--- src/rtl/seg_pkg.sv ---
// Shared definitions for the seven-segment scan controller: segment codes,
// blank pattern, scan FSM states and slot-length helper.
package seg_pkg;

  // All segments dark (active-low)
  localparam logic [6:0] SEG_OFF = 7'h7F;

  // Active-high segment patterns {g..a} for hex values 0..F
  localparam logic [6:0] SEG_CODES [16] = '{
    7'h3F, 7'h06, 7'h5B, 7'h4F, 7'h66, 7'h6D, 7'h7D, 7'h07,
    7'h7F, 7'h6F, 7'h77, 7'h7C, 7'h39, 7'h5E, 7'h79, 7'h71
  };

  // Scan phase within one digit slot
  typedef enum logic {GUARD, SHOW} state_t;

  // Cycles per digit slot
  function automatic int unsigned slot_cycles(input int unsigned second,
                                              input int unsigned refresh_hz);
    return second / refresh_hz;
  endfunction

endpackage

--- src/rtl/hex7_dec.sv ---
// Combinational hex to seven-segment decoder, active-low outputs {g..a}.
module hex7_dec
  import seg_pkg::*;
(
  input  logic [3:0] i_code,
  output logic [6:0] o_seg_n
);

  // Invert the active-high table entry for active-low segment pins
  always_comb begin
    o_seg_n = ~SEG_CODES[i_code];
  end

endmodule

--- src/rtl/seg_scan_ctrl.sv ---
// Time-multiplexed seven-segment scan controller.
// Each digit slot starts with GUARD cycles of all anodes off, then shows the
// digit for the rest of the slot. Outputs are registered one cycle behind the
// scan state. GUARD is expected to be at least 1.
// Optional macro SEG_SCAN_DP_EN adds the dp_mask input and dp_n output.
module seg_scan_ctrl #(
  parameter int unsigned SECOND     = 50_000_000,
  parameter int unsigned REFRESH_HZ = 1000,
  parameter int unsigned DIGITS     = 4,
  parameter int unsigned GUARD      = 2
) (
  input  logic                      clk,
  input  logic                      rst,
  input  logic                      wr_en,
  input  logic [$clog2(DIGITS)-1:0] wr_addr,
  input  logic [3:0]                wr_data,
  input  logic [DIGITS-1:0]         blank_mask,
  output logic [6:0]                seg_n,
  output logic [DIGITS-1:0]         an_n,
  output logic                      frame_start
`ifdef SEG_SCAN_DP_EN
  ,
  input  logic [DIGITS-1:0]         dp_mask,
  output logic                      dp_n
`endif
);

  import seg_pkg::*;

  localparam int unsigned SLOT = seg_pkg::slot_cycles(SECOND, REFRESH_HZ);
  localparam int unsigned CW   = $clog2(SLOT);
  localparam int unsigned IW   = $clog2(DIGITS);

  // Digit storage and scan state
  logic [DIGITS-1:0][3:0] r_digit;
  state_t                 r_state;
  logic [CW-1:0]          r_cnt;
  logic [IW-1:0]          r_idx;

  // Registered outputs
  logic [DIGITS-1:0]      r_an_n;
  logic [6:0]             r_seg_n;
  logic                   r_frame_start;

  // Next-state and next-output signals
  state_t                 w_state_next;
  logic [CW-1:0]          w_cnt_next;
  logic [IW-1:0]          w_idx_next;
  logic [DIGITS-1:0]      w_sel;
  logic [DIGITS-1:0]      w_an_n_next;
  logic [6:0]             w_seg_n_next;
  logic                   w_frame_start_next;
  logic                   w_lit;
  logic [3:0]             w_cur_digit;
  logic [6:0]             w_dec_seg_n;

  // Register file; out-of-range addresses match no entry and are dropped
  always_ff @(posedge clk) begin
    if (rst) begin
      r_digit <= '0;
    end else if (wr_en) begin
      for (int i = 0; i < int'(DIGITS); i++) begin
        if (wr_addr == IW'(i)) begin
          r_digit[i] <= wr_data;
        end
      end
    end
  end

  // Scan state register: phase, slot counter, digit index
  always_ff @(posedge clk) begin
    if (rst) begin
      r_state <= seg_pkg::GUARD;
      r_cnt   <= '0;
      r_idx   <= '0;
    end else begin
      r_state <= w_state_next;
      r_cnt   <= w_cnt_next;
      r_idx   <= w_idx_next;
    end
  end

  // Next-state logic: guard at slot start, show until the slot ends
  always_comb begin
    w_state_next = r_state;
    w_cnt_next   = r_cnt + CW'(1);
    w_idx_next   = r_idx;
    if (r_cnt == CW'(SLOT - 1)) begin
      w_cnt_next   = '0;
      w_state_next = seg_pkg::GUARD;
      w_idx_next   = (r_idx == IW'(DIGITS - 1)) ? '0 : r_idx + IW'(1);
    end else if (r_cnt == CW'(GUARD - 1)) begin
      w_state_next = seg_pkg::SHOW;
    end
  end

  // One-hot anode select for the scanned digit
  generate
    for (genvar gi = 0; gi < int'(DIGITS); gi++) begin : g_sel
      assign w_sel[gi] = (r_idx == IW'(gi));
    end
  endgenerate

  assign w_cur_digit = r_digit[r_idx];
  assign w_lit       = (r_state == seg_pkg::SHOW) && !blank_mask[r_idx];

  hex7_dec u_dec (
    .i_code  (w_cur_digit),
    .o_seg_n (w_dec_seg_n)
  );

  // Output decode: dark unless showing a non-blanked digit
  always_comb begin
    w_an_n_next        = '1;
    w_seg_n_next       = SEG_OFF;
    w_frame_start_next = (r_state == seg_pkg::SHOW) && (r_cnt == CW'(GUARD)) &&
                         (r_idx == '0);
    if (w_lit) begin
      w_an_n_next  = ~w_sel;
      w_seg_n_next = w_dec_seg_n;
    end
  end

  // Output registers
  always_ff @(posedge clk) begin
    if (rst) begin
      r_an_n        <= '1;
      r_seg_n       <= SEG_OFF;
      r_frame_start <= 1'b0;
    end else begin
      r_an_n        <= w_an_n_next;
      r_seg_n       <= w_seg_n_next;
      r_frame_start <= w_frame_start_next;
    end
  end

  assign an_n        = r_an_n;
  assign seg_n       = r_seg_n;
  assign frame_start = r_frame_start;

`ifdef SEG_SCAN_DP_EN
  logic r_dp_n;

  // Decimal point follows the lit digit, registered alongside seg_n
  always_ff @(posedge clk) begin
    if (rst) begin
      r_dp_n <= 1'b1;
    end else begin
      r_dp_n <= w_lit ? ~dp_mask[r_idx] : 1'b1;
    end
  end

  assign dp_n = r_dp_n;
`endif

endmodule
--- config.mk ---
export PLATFORM = sky130hd
export DESIGN_NAME = seg_scan_ctrl
export DESIGN_NICKNAME = d
export VERILOG_FILES = /design/src/rtl/seg_pkg.sv /design/src/rtl/hex7_dec.sv /design/src/rtl/seg_scan_ctrl.sv
export SDC_FILE = /design/constraint.sdc
export NUM_CORES = 1
export LEC_CHECK = 0
export BUFFER_PORTS_ARGS = -buffer_cell sky130_fd_sc_hd__buf_2
export CAP_MARGIN = 10
export CORE_AREA = 2 2 81 75
export CTS_CLUSTER_SIZE = 30
export DETAILED_ROUTE_END_ITERATION = 10
export DIE_AREA = 0 0 83 77
export MAX_ROUTING_LAYER = met4
export PLACE_DENSITY = 0.54
export SLEW_MARGIN = 25
export SYNTH_ARGS = -nofsm -noshare
export SYNTH_HDL_FRONTEND = slang
export SYNTH_SLANG_ARGS = --single-unit
--- constraint.sdc ---
create_clock -name clk -period 3.7 [get_ports clk]
set_input_delay 0.185 -clock clk [delete_from_list [all_inputs] [get_ports clk]]
set_output_delay 0.185 -clock clk [all_outputs]
set_load 0.05 [all_outputs]
==> run_results.csv <==
group,metric,value,unit
clock_tree,cts_tree,"yes",
logic_synthesis,synth_area,2150,µm²
global_route,grt_pass1_vias,1533,
global_route,antenna_found_initial,0,
logic_synthesis,postSynthAreaPerCell,9.72,µm²
clock_tree,cts_buffer_depth,2,
final_layout,finish.utilization,43.2,%
logic_synthesis,seq_area_frac_synth,43.8,%
timing,rsz0062_at_grt,"no",
clock_tree,hold_buffers,0,
timing,clock.fmax,442,MHz
clock_tree,h-tree-depth,2,
route,drc,0,
power,clkPwrFrac,34.3,%
logic_synthesis,syn_nets,247,
route,ant_nets,0,
clock_tree,cts_resized,0,
power,p_switching,219,µW
global_route,grt_usage,14.6,%
final_layout,final_nets,268,
global_route,gr-total-overflow,0,
die,core.rowCount,26,
power,share_comb_of_total_power,8.0,%
clock_tree,cts_setup_buffers,0,
logic_synthesis,yosys.area.top_type,"dfxtp_1",
die,fp.dieW,83,µm
power,p_total,912,µW
worst_setup_path,worstPathArrival,2.43,ns
logic_synthesis,synth_cell_types,36,
logic_synthesis,synth_area_leaders,"dfxtp_1 44%, mux2i_1 7.9%, ha_1 7.6%",
worst_setup_path,regToRegStartpoint,"r_cnt[10]$_SDFF_PP0_",
die,coreArea,5560,µm²
timing,slew_viol_final,0,
logic_synthesis,synth_cells,221,
worst_setup_path,path_cells,"or4_4, or4_4, o21bai_2, nor2_1",
route,drtPass1Iterations,4,
place,io_buffer_count,24,
place,dp_hpwl,2860,µm
logic_synthesis,ys_seq_elements,47,
route,initialDrtViolationCount,53,
clock_tree,cts_root_buffer,"clkbuf_8",
min_path,min-delay-start,"wr_data[1]",
final_layout,n_fill_cell,549,
power,seq_power_share,57.7,%
clock_tree,cts_buffers,5,
worst_setup_path,end_kind,"flip-flop",
worst_setup_path,rrSetupSlack,1.44,ns
clock_tree,path_clk_slew,0.08,ns
route,wl_per_cell,13.1,µm
die,ioPinCount,25,
run_status,status,"completed",
worst_setup_path,rr_endpoint,"r_cnt[6]$_SDFF_PP0_",
clock_tree,clock_latency,0.30,ns
timing,worstMarginPinSlew,0.870,ns
die,die_area,6390,µm²
timing,period_needed,2.26,ns
global_route,grt_pass1_wl,7360,µm
clock_tree,clock_sinks,47,
run,cap_violations,0,
power,p_per_area,380,nW/µm²
route,wl,4100,µm
logic_synthesis,netlist.area_leader.share,43.8,%
timing,finalSetupTns,0,ns
worst_setup_path,reg2regPathDepth,4,
worst_setup_path,cpPeakStageDelay,0.57,ns
power,irDropWorstVdd,0.000146,V
power,power_switching_share,24.0,%
worst_setup_path,crit_fanout,16,
timing,slew_headroom,41.9,%
worst_setup_path,start_kind,"flip-flop",
worst_setup_path,crit_start,"r_cnt[10]$_SDFF_PP0_",
power,power.internal,693,µW
min_path,hp-class,"input pin to flip-flop",
timing,setup_viol,0,
worst_setup_path,crit_end,"r_cnt[6]$_SDFF_PP0_",
final_layout,areaGrowthSynthToFinish,11.8,%
place,routabilityCongestion,0.798,
worst_setup_path,slowest_stage,"or4_4",
final_layout,drive_above_1_share,17.4,%
route,vias,1559,
logic_synthesis,yosysWarnings,0,
worst_setup_path,crit_type,"flip-flop to flip-flop",
route,avgViaCountPerCell,5.00,
timing,finalHoldViolCount,0,
power,p_leak,0.000954,µW
die,die_h,77,µm
global_route,grt_max_degree,22,
timing,fin_crit_sh,61.2,%
timing,worst_clock_skew,0.00547,ns
die,start_util,38.6,%
worst_setup_path,cpMostUsedCell,"or4_4",
worst_setup_path,worst_ep_required_time,3.86,ns
final_layout,antenna_cells,0,
[synthesized netlist by cell type, drive strengths merged]
cell and instances:
a211oi 2, a21oi 7, a41oi 1, and3 2, and4 3, buf 2, clkbuf 8, dfxtp 47
ha 13, inv 9, mux2i 17, mux4 5, nand2 10, nand2b 2, nand3 9, nand3b 3
nand4 7, nor2 36, nor2b 2, nor3 2, nor3b 1, nor4 1, o211ai 1, o21ai 6
o21bai 1, o221ai 4, o2bb2ai 1, or2 1, or3 3, or4 3, xnor2 2, xor2 10
[through the flow]
step	std cells	area [µm²]	setup slack [ns]	hold WS, ns
after floorplan	221	2150	1.70	0.329
after global placement	305	2310	1.46	0.461
after detailed placement	305	2310	1.42	0.479
after CTS	312	2400	1.40	0.164
after global routing	312	2400	1.29	0.173
final	312	2400	1.44	0.171
[logic make-up after synthesis]
logic type / share of synthesized area (%)
AOI/OAI and AO/OA: 7.05
xor gates and xnor gates: 4.89
adders and majority gates: 7.57
buffers and inverters: 3.55
DFF: 43.8
muxes: 13.2
and+or+nand+nor: 20.0
[how the worst min path moves through the flow]
stage                               endpoint  depth (start not counted)  slack (ns)
finish               r_digit[5]$_SDFFE_PP0P_                          3        0.17
global route         r_digit[5]$_SDFFE_PP0P_                          3        0.17
CTS                 r_digit[13]$_SDFFE_PP0P_                          3        0.16
detailed placement  r_digit[13]$_SDFFE_PP0P_                          3        0.48
global placement        r_state$_SDFFE_PP0N_                          2        0.46
floorplan           r_digit[10]$_SDFFE_PP0P_                          2        0.33
[per-layer routing]
metal,share of wire (%),vias to the layer above,track usage (%)
met2,42,31,21.0
met3,4.2,5,4.52
li1,-,814,-
met5,0,-,-
met4,1.1,0,4.43
met1,52,709,19.7
[cells in the final DEF, fill, tap and decap left out, drive strengths merged, types with 6 or more instances in the layout]
cell | Yosys | routed
nand4 | 7 | 7
xor2 | 10 | 10
dfxtp | 47 | 47
nand3 | 9 | 9
nor2 | 36 | 36
nand2 | 10 | 10
clkbuf | 8 | 6
ha | 13 | 13
buf | 2 | 24
inv | 9 | 9
mux2i | 17 | 17
a21oi | 7 | 7
o21ai | 6 | 6
[layout make-up]
cell class / instances / area (µm²) / area share [%]
multi-input combinational: 155 / 1130 / 47.1
sequential: 47 / 941 / 39.2
timing repair buffer: 24 / 120 / 5.00
tap: 70 / 87.6 / 3.65
clock buffer: 6 / 82.6 / 3.44
inverter: 9 / 33.8 / 1.41
clock inverter: 1 / 5.00 / 0.208
[critical path, delay by kind of cell, from the launching register on]
| kind | cells | cell delay (ns) |
|---|---|---|
| flops | 1 | 0.35 |
| compound gates | 1 | 0.55 |
| simple gates | 3 | 1.23 |
[registers in the layout, summed over array words and instances, names as in the netlist]
register     flops
r_idx            2
r_cnt           16
an_n             4
seg_n            7
frame_start      1
r_state          1
r_digit         16
[power groups by stage]
stage               combinational, µW  sequential [µW]  clock (µW)
global placement                 72.6              538           0
detailed placement               72.8              538           0
CTS                              73.1              526         325
floorplan                        41.7              547           0
finish                           72.5              526         313
global route                     82.1              528         346
Note: power is estimated with default switching activity, not from simulation.
